[config.mk]
export PLATFORM = sky130hd
export DESIGN_NAME = fft_ibfly_pipe
export DESIGN_NICKNAME = d
export VERILOG_FILES = /design/src/rtl/fft_ibfly_pipe.sv
export SDC_FILE = /design/constraint.sdc
export NUM_CORES = 2
export LEC_CHECK = 0
export CORE_MARGIN = 1.5
export CORE_UTILIZATION = 39
export CTS_BUF_LIST = sky130_fd_sc_hd__clkbuf_8
export DETAILED_ROUTE_END_ITERATION = 7
export PLACE_DENSITY = 0.67
export SLEW_MARGIN = 20
export SYNTH_ARGS = -nofsm -noshare
export SYNTH_HDL_FRONTEND = slang
export SYNTH_SLANG_ARGS = --single-unit
[constraint.sdc]
create_clock -name clk -period 7.6 [get_ports clk]
set_input_delay 1.52 -clock clk [delete_from_list [all_inputs] [get_ports clk]]
set_output_delay 1.52 -clock clk [all_outputs]
set_load 0.01 [all_outputs]
[src/rtl/fft_ibfly_pipe.sv]
// fft_ibfly_pipe: 3-stage inverse radix-2 DIF butterfly on a valid/ready stream.
// Optional macro FFT_IBFLY_ROUND_EN: round-half-up before each right shift (default: floor).
`ifndef CFG_WN_WD
`define CFG_WN_WD 16
`endif
`ifndef DATA_FRA_WD
`define DATA_FRA_WD 14
`endif

module fft_ibfly_pipe #(
  parameter int DATA_WD = 16,
  parameter int WN_WD   = `CFG_WN_WD,
  parameter int FRA_WD  = `DATA_FRA_WD,
  parameter int SCALE   = 1,
  parameter int PAIRS   = 32
) (
  input  logic                 clk,
  input  logic                 rst_n,
  input  logic                 in_valid_i,
  output logic                 in_ready_o,
  input  logic [2*DATA_WD-1:0] dat1_i,
  input  logic [2*DATA_WD-1:0] dat2_i,
  input  logic [2*WN_WD-1:0]   wn_i,
  output logic                 out_valid_o,
  input  logic                 out_ready_i,
  output logic [2*DATA_WD-1:0] dat1_o,
  output logic [2*DATA_WD-1:0] dat2_o,
  output logic                 out_last_o,
  output logic                 ovf_o,
  input  logic                 ovf_clr_i
);

  localparam int SW  = DATA_WD + 1;
  localparam int PW  = DATA_WD + WN_WD + 2;
  localparam int MW  = PW + 1;
  localparam int CW  = (PAIRS > 1) ? $clog2(PAIRS) : 1;
  localparam int SH1 = SCALE;
  localparam int SH2 = FRA_WD + SCALE;

  // One spare bit above the product width keeps the rounding add from wrapping.
  function automatic logic signed [MW-1:0] shift_rnd(input logic signed [MW-1:0] x,
                                                      input int sh);
    logic signed [MW-1:0] t;
    t = x;
`ifdef FFT_IBFLY_ROUND_EN
    if (sh > 0) t = t + (MW'(1) << (sh - 1));
`endif
    return t >>> sh;
  endfunction

  function automatic logic is_sat(input logic signed [MW-1:0] x);
    return !((&x[MW-1:DATA_WD-1]) || !(|x[MW-1:DATA_WD-1]));
  endfunction

  function automatic logic [DATA_WD-1:0] sat(input logic signed [MW-1:0] x);
    if (is_sat(x))
      return x[MW-1] ? {1'b1, {(DATA_WD-1){1'b0}}} : {1'b0, {(DATA_WD-1){1'b1}}};
    return x[DATA_WD-1:0];
  endfunction

  logic                    en;
  logic                    vld_p1, vld_p2, vld_p3;
  logic signed [SW-1:0]    sr_p1, si_p1, dr_p1, di_p1;
  logic signed [WN_WD-1:0] wr_p1, wi_p1;
  logic signed [SW-1:0]    sr_p2, si_p2;
  logic signed [PW-1:0]    pr_p2, pi_p2;
  logic [CW-1:0]           cnt;

  logic signed [SW-1:0]    ar, ai, br, bi;
  logic signed [PW-1:0]    dr_x, di_x, wr_x, wi_x;
  logic signed [MW-1:0]    o1r, o1i, o2r, o2i;
  logic                    sat_any;
  logic                    ovf_set;

  assign en          = ~vld_p3 | out_ready_i;
  assign in_ready_o  = en;
  assign out_valid_o = vld_p3;
  assign out_last_o  = vld_p3 & (cnt == CW'(PAIRS - 1));

  assign ar = {dat1_i[2*DATA_WD-1], dat1_i[2*DATA_WD-1:DATA_WD]};
  assign ai = {dat1_i[DATA_WD-1],   dat1_i[DATA_WD-1:0]};
  assign br = {dat2_i[2*DATA_WD-1], dat2_i[2*DATA_WD-1:DATA_WD]};
  assign bi = {dat2_i[DATA_WD-1],   dat2_i[DATA_WD-1:0]};

  assign dr_x = {{(PW-SW){dr_p1[SW-1]}}, dr_p1};
  assign di_x = {{(PW-SW){di_p1[SW-1]}}, di_p1};
  assign wr_x = {{(PW-WN_WD){wr_p1[WN_WD-1]}}, wr_p1};
  assign wi_x = {{(PW-WN_WD){wi_p1[WN_WD-1]}}, wi_p1};

  assign o1r = shift_rnd({{(MW-SW){sr_p2[SW-1]}}, sr_p2}, SH1);
  assign o1i = shift_rnd({{(MW-SW){si_p2[SW-1]}}, si_p2}, SH1);
  assign o2r = shift_rnd({pr_p2[PW-1], pr_p2}, SH2);
  assign o2i = shift_rnd({pi_p2[PW-1], pi_p2}, SH2);

  assign sat_any = is_sat(o1r) | is_sat(o1i) | is_sat(o2r) | is_sat(o2i);
  assign ovf_set = en & vld_p2 & sat_any;

  always_ff @(posedge clk or negedge rst_n) begin
    if (!rst_n) begin
      vld_p1 <= 1'b0;
      vld_p2 <= 1'b0;
      vld_p3 <= 1'b0;
      sr_p1  <= '0;
      si_p1  <= '0;
      dr_p1  <= '0;
      di_p1  <= '0;
      wr_p1  <= '0;
      wi_p1  <= '0;
      sr_p2  <= '0;
      si_p2  <= '0;
      pr_p2  <= '0;
      pi_p2  <= '0;
      dat1_o <= '0;
      dat2_o <= '0;
    end else if (en) begin
      // Stage 1: sum/difference, twiddle registered alongside
      vld_p1 <= in_valid_i;
      sr_p1  <= ar + br;
      si_p1  <= ai + bi;
      dr_p1  <= ar - br;
      di_p1  <= ai - bi;
      wr_p1  <= wn_i[2*WN_WD-1:WN_WD];
      wi_p1  <= wn_i[WN_WD-1:0];
      // Stage 2: diff * conj(wn), sum delayed to stay aligned
      vld_p2 <= vld_p1;
      pr_p2  <= dr_x * wr_x + di_x * wi_x;
      pi_p2  <= di_x * wr_x - dr_x * wi_x;
      sr_p2  <= sr_p1;
      si_p2  <= si_p1;
      // Stage 3: scale, round, saturate
      vld_p3 <= vld_p2;
      dat1_o <= {sat(o1r), sat(o1i)};
      dat2_o <= {sat(o2r), sat(o2i)};
    end
  end

  always_ff @(posedge clk or negedge rst_n) begin
    if (!rst_n) begin
      cnt <= '0;
    end else if (vld_p3 & out_ready_i) begin
      cnt <= (cnt == CW'(PAIRS - 1)) ? '0 : cnt + CW'(1);
    end
  end

  // Set has priority over a same-cycle clear.
  always_ff @(posedge clk or negedge rst_n) begin
    if (!rst_n) begin
      ovf_o <= 1'b0;
    end else if (ovf_set) begin
      ovf_o <= 1'b1;
    end else if (ovf_clr_i) begin
      ovf_o <= 1'b0;
    end
  end

endmodule

==> out/metrics.csv <==
stage,metric,value,unit
sta,Worst Hold Slack,453,ps
job,number of max-cap violations,0,
drt,post-detailed-route DRC marker count,0,
synth,number of register bits inferred by synthesis,241,
die,effective utilization at floorplan,0.393,
place,GP Congestion,0.873,
finish,synth-to-layout area growth,14.1,%
grt,number of antenna violations at the first check in global routing,9,
sta,final hold violation count,0,
worst_setup_path,most common cell type on the critical path,fa_1,
synth,number of library cell types mapped by synthesis,71,
synth,Yosys top cell by area,fa_1,
die,die area,0.139,mm²
worst_setup_path,CP Max Fanout,8,
sta,RSZ-0062 raised after global routing,yes,
worst_setup_path,required arrival time at the worst endpoint,8180,ps
worst_hold_path,type of the most critical hold path,register to register,
clocking,clk_lat worst skew,740,ps
clocking,clock sink count,241,
drt,router iterations before antenna repair,6,
worst_setup_path,crit path launch type,register,
synth,most used flip-flop cell after synthesis,dfrtp_1,
place,half-perimeter wire length after detailed placement,113000,µm
drt,WL/cell,17.7,µm
sta,Worst Tran Pin Value,1070,ps
worst_setup_path,dominant delay contributor by cell family on the critical path,adder cells,
run_status,violations in the final reports,setup timing,
place,Buffers on Ports,168,
sta,minimum setup slack in the final design,-79.6,ps
worst_setup_path,element type at the critical path end,register,
finish,filler cell count,12900,
sta,Fmax,0.130,GHz
synth,number of cells produced by synthesis,5715,
synth,Yosys warning total,0,
synth,Syn Std Cell Area,0.0532,mm²
grt,global-route usage over all layers,0.210,
finish,proportion of layout cells with a drive suffix above 1,0.0852,
worst_setup_path,data arrival at the endpoint of the critical path,8260,ps
finish,"Cell Count, Final, Fillers Out",7781,
worst_setup_path,class of the most critical setup path,register to register,
sta,min cycle time layout,7680,ps
run_status,run status,"finished, violations left",
die,Die H,372,µm
synth,share of the synthesized area in the top cell type,0.465,
synth,most area-consuming cells after synthesis,"fa_1 46%, dfrtp_1 11%, inv_1 9.8%",
clocking,Num CTS Buffers,48,
die,placement row count,135,
worst_setup_path,number of buffers and inverters on the critical path,9,
die,die boundary width,372,µm
clocking,maximum root-to-sink buffer count,3,
synth,number of enable-type register cells in the synthesized netlist,0,
synth,number of nets produced by synthesis,7426,
drt,Routed WL,138000,µm
sta,Final Cycle Share,1.01,
synth,share of synthesized registers carrying an async set or reset,1.00,
drt,initial drt markers,2125,
sta,Post-Route Skew,59.5,ps
drt,drt via density,4.89,
grt,pin count of the biggest net entering global routing,143,
clocking,Root Driver,clkbuf_8,
sta,final setup violation count,5,
place,post-placement cell count,7657,
grt,vias in the first global route,42200,
synth,sequential cell area fraction in the yosys report,0.113,
die,I/O Pins,169,
worst_setup_path,Reg-to-Reg Start,di_p1[13]$_DFFE_PN0N_,
sta,Max-slew headroom,0.282,
clocking,clock edge transition at the registers on the reported setup and hold paths,70,ps
clocking,H-Tree Depth,2,
worst_setup_path,peak per-stage delay on the critical path,540,ps
finish,number of nets in the layout,7673,
synth,per-instance average area after synthesis,9.31,µm²
worst_setup_path,launching instance or port of the critical path,di_p1[13]$_DFFE_PN0N_,
worst_hold_path,origin of the worst min-delay path,si_p2[15]$_DFFE_PN0N_,
worst_setup_path,cell with the largest stage delay on the worst path,fa_1,
clocking,TritonCTS clock tree,built,
drt,number of vias in the routed layout,38100,
drt,number of nets with antenna violations after detailed routing,0,
grt,global-route congestion overflow total,0,
grt,wire length of the first global-routing pass,227000,µm
die,total core area,0.135,mm²
sta,Pins Over Slew Limit,0,
-- sequential cells by signal (all words and copies together) (netlist names) --
name / count
pr_p2: 19
si_p1: 16
pi_p2: 19
ovf_o: 1
out_valid_o: 1
cnt: 5
si_p2: 16
dat2_o: 32
wr_p1: 16
wi_p1: 16
vld_p2: 1
di_p1: 17
vld_p1: 1
sr_p1: 16
sr_p2: 16
dat1_o: 32
dr_p1: 17
-- layer usage --
metal | vias to the layer above | routed length, µm | GRT usage
li1 | 17000 | - | -
met5 | - | 93 | 0
met1 | 19700 | 55800 | 0.268
met3 | 256 | 8390 | 0.0323
met4 | 14 | 5950 | 0.0809
met2 | 1074 | 67900 | 0.357
-- kinds of logic (layout without fill, tap and decap cells) --
family	Yosys count	after routing	share of synthesized area
flops	241	241	0.113
other cells	0	5	0
xor+xnor	109	109	0.0179
compound gates	333	333	0.0417
buf+inv	1661	1941	0.117
mux	8	8	0.00162
simple gates	1753	1753	0.155
fa+ha+maj	1610	1610	0.553
-- cells in the final DEF, fill, tap and decap left out, types with 15 or more instances in the layout --
cell / count
nand3_1: 21
xor2_1: 16
nand2_1: 885
dfrtp_2: 23
clkbuf_8: 54
nor2b_1: 18
buf_4: 223
dfrtp_1: 217
fa_2: 15
o21ai_0: 56
ha_1: 366
a21oi_1: 113
fa_1: 1221
inv_2: 15
and2_1: 536
nor2_1: 171
buf_12: 57
inv_1: 1383
o31ai_1: 15
buf_6: 15
nand2b_1: 27
nor3_1: 25
a21o_1: 18
xnor2_1: 88
clkdlybuf4s50_1: 167
-- area by class of cell --
class / count / area (µm²) / area share
inverter: 1387 / 5220 / 0.0860
multi-input combinational: 3813 / 41400 / 0.681
clock buffer: 54 / 743 / 0.0122
sequential: 241 / 6060 / 0.0999
timing repair buffer: 471 / 4820 / 0.0794
tap: 1781 / 2230 / 0.0367
clock inverter: 29 / 255 / 0.00420
antenna: 5 / 12.5 / 0.000206
-- per-stage QoR --
stage | cell area (µm²) | utilization | worst slack, ps | TNS, ps
after floorplan | 53200 | - | 5.35 | 0
after global placement | 58800 | 0.434 | -318 | -2220
after detailed placement | 58800 | 0.434 | -448 | -4010
after CTS | 60200 | 0.445 | -4.42 | -4.42
after global routing | 60700 | 0.448 | -362 | -3930
final | 60700 | 0.448 | -79.6 | -221
-- path summary, 6_finish.rpt --
path	slack, ps	endpoint	depth (start not counted)
worst max-delay path	-80	pi_p2[32]$_DFFE_PN0N_	29
worst min-delay path	450	dat1_o[14]$_DFFE_PN0N_	2
worst max register to register	-80	pi_p2[32]$_DFFE_PN0N_	29
worst min register to register	450	dat1_o[14]$_DFFE_PN0N_	2
max in group asynchronous	5270	pr_p2[17]$_DFFE_PN0N_	2
min in group asynchronous	860	si_p2[1]$_DFFE_PN0N_	1
-- cells in the mapped netlist (19+ instances only) --
cell,n
inv_1,1387
fa_1,1236
nand2_1,889
and2_1,540
ha_1,374
clkbuf_1,267
dfrtp_1,241
nor2_1,176
a21oi_1,119
xnor2_1,90
o21ai_0,62
nand2b_1,27
nor3_1,26
nand3_1,22
nor2b_1,20
xor2_1,19
-- tightest hold or removal path, cell delays in order, from the launching register on --
cell and delay (ps):
dfrtp_1 350, nand2_1 60, nand2_1 60
-- what timing repair did --
action	4_1_cts	5_1_grt
pin swaps	37	48
gates cloned	1	1
buffers inserted	18	18
hold buffers	0	0
setup endpoints to repair	21	25
gates resized for setup	67	85
Power is left out: the tool's default activity adds up to more than one toggle a clock period on the data nets, which glitch-free logic cannot reach.
